File: config.mk
export PLATFORM = sky130hd
export DESIGN_NAME = sim_reset_sequencer
export DESIGN_NICKNAME = d
export VERILOG_FILES = /design/src/rtl/sim_ctrl_pkg.sv /design/src/rtl/clk_divider.sv /design/src/rtl/sim_reset_sequencer.sv
export SDC_FILE = /design/constraint.sdc
export NUM_CORES = 1
export LEC_CHECK = 0
export BUFFER_PORTS_ARGS = -buffer_cell sky130_fd_sc_hd__clkbuf_2
export CAP_MARGIN = 15
export CORE_ASPECT_RATIO = 1.5
export CORE_MARGIN = 2
export CORE_UTILIZATION = 57
export CTS_CLUSTER_DIAMETER = 40
export DETAILED_ROUTE_END_ITERATION = 6
export HOLD_SLACK_MARGIN = 0.15
export PLACE_DENSITY = 0.89
export SYNTH_ARGS = -nofsm -noshare
export SYNTH_HDL_FRONTEND = slang
export SYNTH_SLANG_ARGS = --single-unit
File: constraint.sdc
create_clock -name CLK -period 3 [get_ports CLK]
set_input_delay 0.15 -clock CLK [delete_from_list [all_inputs] [get_ports CLK]]
set_output_delay 0.15 -clock CLK [all_outputs]
set_load 0.02 [all_outputs]
File: src/rtl/sim_ctrl_pkg.sv
// rtl/sim_ctrl_pkg.sv - shared types and constants for the reset sequencer
package sim_ctrl_pkg;

    typedef enum logic [1:0] {
        ST_HOLD    = 2'd0,
        ST_RELEASE = 2'd1,
        ST_RUN     = 2'd2,
        ST_DONE    = 2'd3
    } state_t;

    localparam int RUN_CYCLES_W = 32;

    function automatic int max_int(input int a, input int b);
        return (a > b) ? a : b;
    endfunction

endpackage

File: src/rtl/clk_divider.sv
// rtl/clk_divider.sv - free-running registered clock divider, toggles every DIV/2 cycles
module clk_divider #(
    parameter int DIV = 4
) (
    input  logic CLK,
    input  logic nRST,
    output logic clk_out
);

    localparam int HALF  = DIV / 2;
    localparam int CNT_W = $clog2(HALF) + 1;

    logic [CNT_W-1:0] cnt_q, cnt_d;
    logic             clk_q, clk_d;

    always_comb begin
        cnt_d = cnt_q + 1'b1;
        clk_d = clk_q;
        if (cnt_q == CNT_W'(HALF - 1)) begin
            cnt_d = '0;
            clk_d = ~clk_q;
        end
    end

    always_ff @(posedge CLK or negedge nRST) begin
        if (!nRST) begin
            cnt_q <= '0;
            clk_q <= 1'b0;
        end else begin
            cnt_q <= cnt_d;
            clk_q <= clk_d;
        end
    end

    assign clk_out = clk_q;

endmodule

File: src/rtl/sim_reset_sequencer.sv
// rtl/sim_reset_sequencer.sv - staged reset release, bounded run window and derived clock
import sim_ctrl_pkg::*;

module sim_reset_sequencer #(
    parameter int NUM_RESETS  = 2,
    parameter int HOLD_CYCLES = 10,
    parameter int STAGE_GAP   = 4,
    parameter int DIV         = 4,
    parameter int TIMEOUT     = 1000
) (
    input  logic                    CLK,
    input  logic                    nRST,
    input  logic                    soft_reset,
    input  logic                    stop,
    output logic [NUM_RESETS-1:0]   nRST_stage,
    output logic                    CLK_derivedClock,
    output logic                    started,
    output logic                    running,
    output logic                    done,
    output logic [RUN_CYCLES_W-1:0] run_cycles
);

    localparam int CNT_MAX = max_int(max_int(HOLD_CYCLES, STAGE_GAP), DIV / 2);
    localparam int CNT_W   = $clog2(CNT_MAX) + 1;

    state_t                  state_q, state_d;
    logic [CNT_W-1:0]        cnt_q, cnt_d;
    logic [NUM_RESETS-1:0]   stage_q, stage_d, next_stage;
    logic                    started_q, started_d;
    logic                    running_q, running_d;
    logic                    done_q, done_d;
    logic [RUN_CYCLES_W-1:0] run_q, run_d;

    always_comb begin
        state_d    = state_q;
        cnt_d      = cnt_q;
        stage_d    = stage_q;
        started_d  = 1'b0;
        running_d  = running_q;
        done_d     = done_q;
        run_d      = run_q;
        // Released bits are kept by OR-ing, so release order is strictly ascending.
        next_stage = (stage_q << 1) | NUM_RESETS'(1);

        if (soft_reset) begin
            state_d   = ST_HOLD;
            cnt_d     = '0;
            stage_d   = '0;
            running_d = 1'b0;
            done_d    = 1'b0;
            run_d     = '0;
        end else begin
            case (state_q)
                ST_HOLD: begin
                    if (cnt_q == CNT_W'(HOLD_CYCLES - 1)) begin
                        cnt_d      = '0;
                        stage_d[0] = 1'b1;
                        if (NUM_RESETS == 1) begin
                            state_d   = ST_RUN;
                            started_d = 1'b1;
                            running_d = 1'b1;
                        end else begin
                            state_d = ST_RELEASE;
                        end
                    end else begin
                        cnt_d = cnt_q + 1'b1;
                    end
                end
                ST_RELEASE: begin
                    if (cnt_q == CNT_W'(STAGE_GAP - 1)) begin
                        cnt_d   = '0;
                        stage_d = next_stage;
                        if (&next_stage) begin
                            state_d   = ST_RUN;
                            started_d = 1'b1;
                            running_d = 1'b1;
                        end
                    end else begin
                        cnt_d = cnt_q + 1'b1;
                    end
                end
                ST_RUN: begin
                    if (stop) begin
                        state_d   = ST_DONE;
                        running_d = 1'b0;
                        done_d    = 1'b1;
                    end else begin
                        if (run_q != '1) begin
                            run_d = run_q + 1'b1;
                        end
                        if (run_d >= RUN_CYCLES_W'(TIMEOUT)) begin
                            state_d   = ST_DONE;
                            running_d = 1'b0;
                            done_d    = 1'b1;
                        end
                    end
                end
                ST_DONE: begin
                    state_d = ST_DONE;
                end
                default: begin
                    state_d = ST_HOLD;
                end
            endcase
        end
    end

    always_ff @(posedge CLK or negedge nRST) begin
        if (!nRST) begin
            state_q   <= ST_HOLD;
            cnt_q     <= '0;
            stage_q   <= '0;
            started_q <= 1'b0;
            running_q <= 1'b0;
            done_q    <= 1'b0;
            run_q     <= '0;
        end else begin
            state_q   <= state_d;
            cnt_q     <= cnt_d;
            stage_q   <= stage_d;
            started_q <= started_d;
            running_q <= running_d;
            done_q    <= done_d;
            run_q     <= run_d;
        end
    end

    clk_divider #(
        .DIV(DIV)
    ) u_clk_divider (
        .CLK    (CLK),
        .nRST   (nRST),
        .clk_out(CLK_derivedClock)
    );

    assign nRST_stage = stage_q;
    assign started    = started_q;
    assign running    = running_q;
    assign done       = done_q;
    assign run_cycles = run_q;

endmodule

==> results of run 1 <==
[power groups by stage]
| stage | Clock [uW] | Combinational, uW | Sequential [uW] |
|---|---|---|---|
| detailed placement | 0 | 40.0 | 654 |
| global route | 523 | 46.5 | 642 |
| finish | 488 | 40.1 | 641 |
| global placement | 0 | 38.2 | 653 |
| CTS | 498 | 41.5 | 641 |
| floorplan | 0 | 17.5 | 653 |
[through the flow]
stage	cell area (um2)	hold slack, ns	util (%)	instances
2_1_floorplan	2960	-0.146	-	339
3_3_place_gp	3210	0.257	63.1	435
3_5_place_dp	3210	0.274	63.1	435
4_1_cts	3330	0.362	65.6	444
5_1_grt	3330	0.422	65.6	444
6_report	3330	0.368	65.6	444
[cell usage after synthesis (all sizes together)]
cell / count / area (um2)
a2111oi: 1 / 27.5
a211oi: 8 / 65.1
a21o: 1 / 7.51
a21oi: 11 / 55.1
a22o: 1 / 8.76
a311o: 1 / 11.3
a311oi: 2 / 17.5
a31oi: 7 / 43.8
a41o: 1 / 10.0
a41oi: 1 / 8.76
and2: 2 / 12.5
and3: 5 / 31.3
and4: 8 / 70.1
buf: 9 / 50.0
clkbuf: 11 / 41.3
dfrtp: 47 / 1180
ha: 3 / 37.5
inv: 8 / 30.0
nand2: 22 / 82.6
nand2b: 6 / 37.5
nand3: 17 / 97.6
nand3b: 2 / 15.0
nand4: 16 / 106
nor2: 48 / 180
nor2b: 5 / 31.3
nor3: 12 / 60.1
nor3b: 1 / 7.51
nor4: 9 / 62.6
nor4b: 1 / 8.76
nor4bb: 1 / 10.0
o2111ai: 4 / 35.0
o211ai: 1 / 7.51
o21a: 2 / 15.0
o21ai: 13 / 65.1
o21bai: 1 / 7.51
o31a: 1 / 8.76
o31ai: 2 / 15.0
o32a: 1 / 10.0
o32ai: 1 / 8.76
or2: 1 / 6.26
or3: 7 / 43.8
or4: 3 / 22.5
xnor2: 17 / 149
xor2: 18 / 158
[flip-flops by register name (all words and copies together), names as in the netlist]
register,count
cnt_q,5
done,1
nRST_stage,2
run_cycles,32
running,1
started,1
state_q,2
u_clk_divider.clk_out,1
u_clk_divider.cnt_q,2
[layout make-up]
class                   instances  area, um2  share of cell area [%]
repair buffers                 49        268                    8.03
multi-input cells             264       1660                    49.7
clock inverters                 3       47.5                    1.43
flip-flops and latches         47       1180                    35.3
inverters                       8       30.0                   0.901
well taps                      68       85.1                    2.55
clock buffers                   5       68.8                    2.06
[how the worst max path moves through the flow]
stage	from	end	slack, ns	cells past startpoint
5_1_grt	run_cycles[20]	done	0.02	7
2_1_floorplan	run_cycles[2]	done	0.49	9
3_5_place_dp	run_cycles[20]	done	0.37	7
4_1_cts	run_cycles[20]	done	0.35	7
6_report	run_cycles[20]	running	0.32	7
3_3_place_gp	run_cycles[20]	done	0.46	7
[layer usage]
layer  share of wire (%)  track usage [%]  vias up
met4                 2.9             11.3        0
met3                 5.3             4.54       24
met2                  53             48.2      119
met5                   0                0        -
li1                    -                -     1303
met1                  39             30.8     1332
[critical path: cells and delay by family (launching register included)]
family	cells	cell delay (ns)
compound gates	2	0.33
flops	1	0.55
simple gates	5	1.74
[cell families (layout without fill, tap and decap cells)]
group | Yosys count | after routing | share of synthesized area (%)
AOI/OAI and AO/OA | 60 | 60 | 14.5
buffers and inverters | 28 | 65 | 4.11
adders and majority gates | 3 | 3 | 1.27
and+or+nand+nor | 166 | 166 | 30.0
xor gates and xnor gates | 35 | 35 | 10.4
DFF | 47 | 47 | 39.8
[repair_timing]
item / in CTS / in global routing
resized for setup: 0 / 0
endpoints found under the setup margin: 0 / 0
hold buffers: 1 / 0
hold endpoints to repair: 31 / 0
==> impl_metrics.ini, run 1 <==
[outcome]
status = complete, no violations

[pwr]
leakage_uw = 0.00139
powerDensity_nw_per_um2 = 351
power_frac_comb_pct = 3.4
clkPwrFrac_pct = 41.8
power.total_uw = 1170
sw_frac_of_total_pct = 23.0
intPower_uw = 900
switchingPower_uw = 269
p_seq_share_pct = 54.8
ir_drop_uv = 341

[finish]
drive_above_1_share_pct = 16.5
final_cell_mix = nor2_1, dfrtp_1, clkbuf_2
syn2layout_area_growth_pct = 12.8
n_antenna_cell = 0
fin_nets = 382
nFillCells = 446
final_common_cell = nor2_1

[placement]
preCtsSetupSlack_ns = 0.374
gp_congestion = 0.972
io_buffers = 41
hpwl_um = 5100

[global_routing]
grt.overflow.total = 0
grt_pass1_wl_um = 12300
grt_max_degree = 43
grt_pass1_vias = 2616
grt_use_total_pct = 26.7
antenna_found_initial = 0

[worst_hold_path]
hold_class = in -> reg
min-delay-start = stop
hold_depth = 5
holdPathEnd = state_q[0]

[timing]
setup_viol = 0
rsz0062_at_grt = false
tightest_slew_ns = 0.811
maxSlewViolCount = 0
max_freq_mhz = 374
finalHoldViolCount = 0
tns_ns = 0
clock_skew_ns = 0.0223
worst_slack_ns = 0.324
slew_headroom_pct = 45.9
fin_crit_sh_pct = 89.2
fin_crit_ns = 2.68

[route]
wl_per_cell_um = 16.3
drt_pass1_iterations = 5
vias_per_cell = 6.26
drt_iter0_drc = 263
routed_wl_um = 7230
route.vias.total = 2778
route.detailed.drc = 0
ant_nets = 0

[synth]
yosys_warnings = 0
seq_area_frac_synth_pct = 39.8
syn_nets = 346
syn_area_um2 = 2960
synth_cell_types = 51
postSynthAreaPerCell_um2 = 8.72
ys_seq_elements = 47
syn_inst = 339

[flow_run]
max_cap_violations = 0

[floorplanning]
start_util_pct = 58.1
ios = 42
die_area_um2 = 5790
dieHeight_um = 92.2
rows = 32
core_um2 = 5080
chipWidth_um = 62.8

[clocking]
cts.path.max_buffers = 2
worstSkewPairLatency_ns = 0.32
clock-sinks = 47
cts_made_buffers = 5
htreeDepth = 2
cts_tree = done
clkTransAtPathRegs_ns = 0.11
cts_root_buffer = clkbuf_8
cts_setup_buffers = 0

[setup_path]
crit_arrival_ns = 2.94
worst_setup_path_end_kind = register
cp_max_fo = 9
crit-reg2reg-capture = running
worst_r2r_path_depth = 7
cpPeakStageDelay_ns = 0.62
r2r_slack_ns = 0.32
crit_required_ns = 3.26
crit_chain = nand4_1 > or4_1 > nor2_1 > a31oi_1 > or3_1 > nor4_2 > a41o_1
crit_slowest_cell = or4_1
criticalPathCategory = reg -> reg
startpoint_type = register
worst_r2r_startpoint = run_cycles[20]
No activity file was read; power rests on OpenSTA's default activity.
==> run 2, diff against run 1 <==
--- a/config.mk
+++ b/config.mk
@@ -5,15 +5,17 @@
 export SDC_FILE = /design/constraint.sdc
 export NUM_CORES = 1
 export LEC_CHECK = 0
+export ABC_AREA = 1
 export BUFFER_PORTS_ARGS = -buffer_cell sky130_fd_sc_hd__clkbuf_2
 export CAP_MARGIN = 15
 export CORE_ASPECT_RATIO = 1.5
 export CORE_MARGIN = 2
-export CORE_UTILIZATION = 57
+export CORE_UTILIZATION = 58
 export CTS_CLUSTER_DIAMETER = 40
 export DETAILED_ROUTE_END_ITERATION = 6
 export HOLD_SLACK_MARGIN = 0.15
-export PLACE_DENSITY = 0.89
+export PLACE_DENSITY = 0.9
+export RECOVER_POWER = 25
 export SYNTH_ARGS = -nofsm -noshare
 export SYNTH_HDL_FRONTEND = slang
 export SYNTH_SLANG_ARGS = --single-unit
==> impl_metrics.ini, run 2 <==
[timing]
fin_crit_sh_pct = 85.7
maxSlewViolCount = 0
rsz0062_at_grt = false
slew_headroom_pct = 42.5
fin_crit_ns = 2.57
setup_viol = 0
max_freq_mhz = 389
hold_ws_ns = 0.416
finalHoldViolCount = 0
tightest_slew_ns = 0.862
clock_skew_ns = 0.00941
tns_ns = 0

[clocking]
htreeDepth = 2
cts_setup_buffers = 0
cts_made_buffers = 5
cts.path.max_buffers = 2
cts_tree = done
clkTransAtPathRegs_ns = 0.08
clock-sinks = 47
worstSkewPairLatency_ns = 0.32
cts_root_buffer = clkbuf_8

[synth]
synth_commonest_cells = nand2_1, nor2_1, inv_1
syn_area_um2 = 3220
syn_inst = 470
async_flop_share_pct = 100
synth_area_leaders = dfrtp_1, nand2_1, nor2_1, nand3_1, inv_1
synth_ff_type = dfrtp_1
synth_edf_count = 0
ys_seq_elements = 47
syn_nets = 477
yosysTopAreaCell = dfrtp_1
synth_top_area_share_pct = 36.5
yosys_warnings = 0
synth_cell_types = 35
synth_most_common_cell = nand2_1
postSynthAreaPerCell_um2 = 6.85
seq_area_frac_synth_pct = 36.5

[setup_path]
startpoint_type = register
crit_arrival_ns = 2.78
criticalPathCategory = reg -> reg
crit_required_ns = 3.21
worst_setup_path_end_kind = register
cp_max_fo = 23

[finish]
n_antenna_cell = 0
fin_nets = 521
final_common_cell = nand2_1
drive_above_1_share_pct = 10.7
nFillCells = 505
syn2layout_area_growth_pct = 11.2
largest_reg_flops = 32
final_cell_mix = nand2_1, nor2_1, inv_1
layout.cells.non_filler = 585

[placement]
dp.cells = 575
hpwl_um = 7230
gp_congestion = 1.00
io_buffers = 41

[pwr]
sw_frac_of_total_pct = 33.6
switchingPower_uw = 497
clkPwrFrac_pct = 29.2
p_seq_share_pct = 49.9
leakage_uw = 0.00163
ir_drop_uv = 383
intPower_uw = 984
powerDensity_nw_per_um2 = 413
power_frac_comb_pct = 20.9

[route]
wl_per_cell_um = 15.8
vias_per_cell = 5.61
routed_wl_um = 9220
drt_iter0_drc = 243
route.vias.total = 3283
route.detailed.drc = 0
drt_pass1_iterations = 5
ant_nets = 0

[floorplanning]
rows = 33
die_area_um2 = 6180
chipWidth_um = 64.9
dieHeight_um = 95.3
start_util_pct = 59.6
core_um2 = 5410
ios = 42

[global_routing]
grt_pass1_vias = 3224
grt_pass1_wl_um = 14800
grt_use_total_pct = 31.7
antenna_found_initial = 0
grt_max_degree = 35
grt.overflow.total = 0

[outcome]
status = complete, no violations

[flow_run]
max_cap_violations = 0

[worst_hold_path]
hold_class = in -> reg
-- run 2: area by class of cell --
cell class	count	area, um2	share of cell area [%]
multi-input combinational	355	1780	49.7
clock inverter	1	7.51	0.209
tap	70	87.6	2.44
clock buffer	7	96.3	2.69
inverter	58	218	6.08
sequential	47	1180	32.8
timing repair buffer	47	218	6.08
-- run 2: repair_timing --
action	CTS	global route
endpoints found under the setup margin	0	0
hold endpoints to repair	34	0
hold buffers	2	0
resized for setup	0	0
-- run 2: through the flow --
stage	total power, uW	utilization, %	instance area [um2]	setup WS (ns)
detailed placement	1060	64.7	3500	0.484
CTS	1490	66.9	3620	0.465
global route	1560	66.3	3580	0.213
floorplan	951	-	3220	0.731
global placement	1040	64.7	3500	0.623
finish	1480	66.3	3580	0.430
-- run 2: power by group through the flow --
stage	registers (uW)	logic [uW]	clock network, uW
final	739	309	433
after CTS	737	312	439
after global routing	745	349	464
after global placement	746	295	0
after detailed placement	750	308	0
after floorplan	765	186	0
-- run 2: metal layers --
layer	wire (um)	track usage [%]	vias up	part of all wire (%)
met1	3570	35.0	1506	39
li1	-	-	1598	-
met5	0	0	-	0
met4	595	22.9	0	6.5
met2	4540	55.8	134	49
met3	511	3.78	45	5.5
-- run 2: cell families (layout without fill, tap and decap cells) --
family          Yosys count  after routing  share of synthesized area (%)
flops                    47             47                           36.5
compound gates           58             58                           10.4
xor+xnor                 14             14                           4.27
buf+inv                  68            113                           8.23
fa+ha+maj                 3              3                           1.17
simple gates            280            280                           39.4
-- run 2: worst paths after layout --
check / from / endpoint / depth (start not counted) / slack (ns)
max reg2reg: run_cycles[0] / state_q[0] / 14 / 0.43
max: run_cycles[0] / state_q[0] / 14 / 0.43
min: stop / run_cycles[8] / 5 / 0.42
max in group asynchronous: nRST / run_cycles[1] / 3 / 1.82
min reg2reg: u_clk_divider.cnt_q[0] / u_clk_divider.cnt_q[0] / 1 / 0.46
min in group asynchronous: nRST / run_cycles[21] / 2 / 0.47
-- run 2: critical path: stages, from the launching register on --
cell and delay (ns):
dfrtp_1 0.52, ha_1 0.34, inv_1 0.12, nor2_2 0.13
nand2_2 0.11, nor2_8 0.18, nand2_4 0.19, nand2_1 0.13
o211ai_1 0.11, nor2_1 0.23, nor2_2 0.09, nand3_2 0.12
nand3_1 0.08, nand2_1 0.06, nand2_1 0.05
==> run 3, diff against run 2 <==
--- a/config.mk
+++ b/config.mk
@@ -10,11 +10,11 @@
 export CAP_MARGIN = 15
 export CORE_ASPECT_RATIO = 1.5
 export CORE_MARGIN = 2
-export CORE_UTILIZATION = 58
+export CORE_UTILIZATION = 45
 export CTS_CLUSTER_DIAMETER = 40
 export DETAILED_ROUTE_END_ITERATION = 6
 export HOLD_SLACK_MARGIN = 0.15
-export PLACE_DENSITY = 0.9
+export PLACE_DENSITY = 0.75
 export RECOVER_POWER = 25
 export SYNTH_ARGS = -nofsm -noshare
 export SYNTH_HDL_FRONTEND = slang
==> impl_metrics.ini, run 3 (synthesized netlist as in run 2, its figures left out) <==
[finish]
ff_latch_area_um2 = 1180
final_cell_mix = nand2_1, nor2_1, inv_1
n_antenna_cell = 0
finish.utilization_pct = 52.7
syn2layout_area_growth_pct = 12.9
multi_input_area_um2 = 1780
drive_above_1_share_pct = 12.0
layout.cells.non_filler = 594
final_common_cell = nand2_1
fin_nets = 522
largest_reg_flops = 32
nFillCells = 699

[clocking]
cts_made_buffers = 5
htreeDepth = 2
cts_tree = done
post_cts_resized = 0
clkTransAtPathRegs_ns = 0.09
cts_root_buffer = clkbuf_8
worstSkewPairLatency_ns = 0.31
cts.path.max_buffers = 2
clock-sinks = 47
cts_setup_buffers = 0

[pwr]
power_frac_comb_pct = 18.9
intPower_uw = 1110
powerDensity_nw_per_um2 = 440
switchingPower_uw = 492
sw_frac_of_total_pct = 30.8
p_seq_share_pct = 46.1
ir_drop_uv = 443
clkPwrFrac_pct = 35.0
leakage_uw = 0.00168

[placement]
hpwl_um = 7250
io_buffers = 41
gp_congestion = 0.965
preCtsSetupSlack_ns = 0.467
dp.cells = 584

[timing]
rsz0062_at_grt = false
setup_viol = 0
worst_slack_ns = 0.436
fin_crit_sh_pct = 85.5
fin_crit_ns = 2.56
slew_headroom_pct = -16.5
max_freq_mhz = 390
tns_ns = 0
maxSlewViolCount = 33
clock_skew_ns = 0.00753
finalHoldViolCount = 0
tightest_slew_ns = 1.75

[route]
drt_iter0_drc = 305
routed.top_layer = met4
routed_wl_um = 9260
vias_per_cell = 5.56
ant_nets = 0
wl_per_cell_um = 15.6
met3_length_um = 491
drt_pass1_iterations = 5
route.vias.total = 3303
drt-met1-wl_um = 3520
dr_wl_met2_um = 4750
route.detailed.drc = 0

[setup_path]
criticalPathCategory = reg -> reg
startpoint_type = register
cp_max_fo = 23
crit_arrival_ns = 2.78
cpPeakStageDelay_ns = 0.51
worst_setup_path_end_kind = register
crit_slowest_cell = dfrtp_1
cpMostUsedCell = nand2_1
crit_required_ns = 3.21
crit_chain = ha_1 > inv_1 > nor2_2 > nand2_2 > nor2_8 > nand2_4 > nand2_1 > nand3_1 > nor2_1 > nor2_2 > nand3_2 > nand3_1 > nand2_1 > nand2_1

[global_routing]
grt.overflow.total = 0
grt_pass1_wl_um = 15200
grt_pass1_vias = 3245
grt_use_total_pct = 25.2
antenna_found_initial = 0
grt_max_degree = 33

[flow_run]
max_cap_violations = 1

[outcome]
status = finished with violations
failed_checks = capacitance limit, slew limit

[floorplanning]
ios = 42
chipWidth_um = 73.1
start_util_pct = 46.7
die_area_um2 = 7870
rows = 37
dieHeight_um = 108
core_um2 = 6900

[worst_hold_path]
hold_class = in -> reg
==> run 3: cell types whose count changed in the layout (fill, tap and decap cells not counted) <==
| cell | delta |
|---|---|
| clkbuf_8 | -2 |
| clkbuf_1 | -6 |
| buf_4 | +1 |
| clkinvlp_4 | -1 |
| clkbuf_2 | +7 |
| bufinv_16 | +2 |
==> run 3: timing repair <==
item / in CTS / in global routing
hold buffers: 2 / 0
setup endpoints to repair: 0 / 0
hold endpoints to repair: 32 / 0
==> run 3: worst paths after layout <==
kind / startpoint / to / slack [ns] / cells after the start
max in group asynchronous: nRST / cnt_q[1] / 1.11 / 3
setup reg to reg: run_cycles[0] / state_q[0] / 0.44 / 14
min in group asynchronous: nRST / run_cycles[10] / 0.83 / 2
hold / removal: stop / run_cycles[4] / 0.34 / 6
hold reg to reg: u_clk_divider.cnt_q[0] / u_clk_divider.cnt_q[0] / 0.45 / 1
setup / recovery: run_cycles[0] / state_q[0] / 0.44 / 14
==> run 3: cell type report <==
cell class | instances | area share (%)
Tap cell | 78 | 2.68
Sequential cell | 47 | 32.3
Clock inverter | 2 | 1.65
Timing Repair Buffer | 48 | 6.43
Inverter | 58 | 5.98
Clock buffer | 6 | 1.99
Multi-Input combinational cell | 355 | 48.9
==> run 3: stage by stage <==
step / power (uW) / hold slack (ns) / instance area [um2]
2_1_floorplan: 951 / -0.146 / 3220
5_1_grt: 1680 / 0.359 / 3640
4_1_cts: 1610 / 0.329 / 3670
3_5_place_dp: 1060 / 0.280 / 3510
3_3_place_gp: 1050 / 0.266 / 3510
6_report: 1600 / 0.339 / 3640
==> run 3: power groups by stage <==
| stage | clock network (uW) | logic [uW] | registers [uW] |
|---|---|---|---|
| 6_report | 560 | 303 | 738 |
| 5_1_grt | 589 | 349 | 746 |
| 4_1_cts | 568 | 309 | 738 |
| 3_5_place_dp | 0 | 307 | 751 |
| 3_3_place_gp | 0 | 300 | 747 |
| 2_1_floorplan | 0 | 186 | 765 |
==> run 3: metal layers <==
metal	vias up	global-route usage (%)
li1	1596	-
met1	1554	28.4
met2	119	42.5
met3	34	4.31
met4	0	16.3
met5	-	0
==> run 3: worst max-delay path: cells and delay by family, from the launching register on <==
family / cells / cell delay [ns]
DFF: 1 / 0.51
and+or+nand+nor: 12 / 1.50
adders and majority gates: 1 / 0.33
buffers and inverters: 1 / 0.12
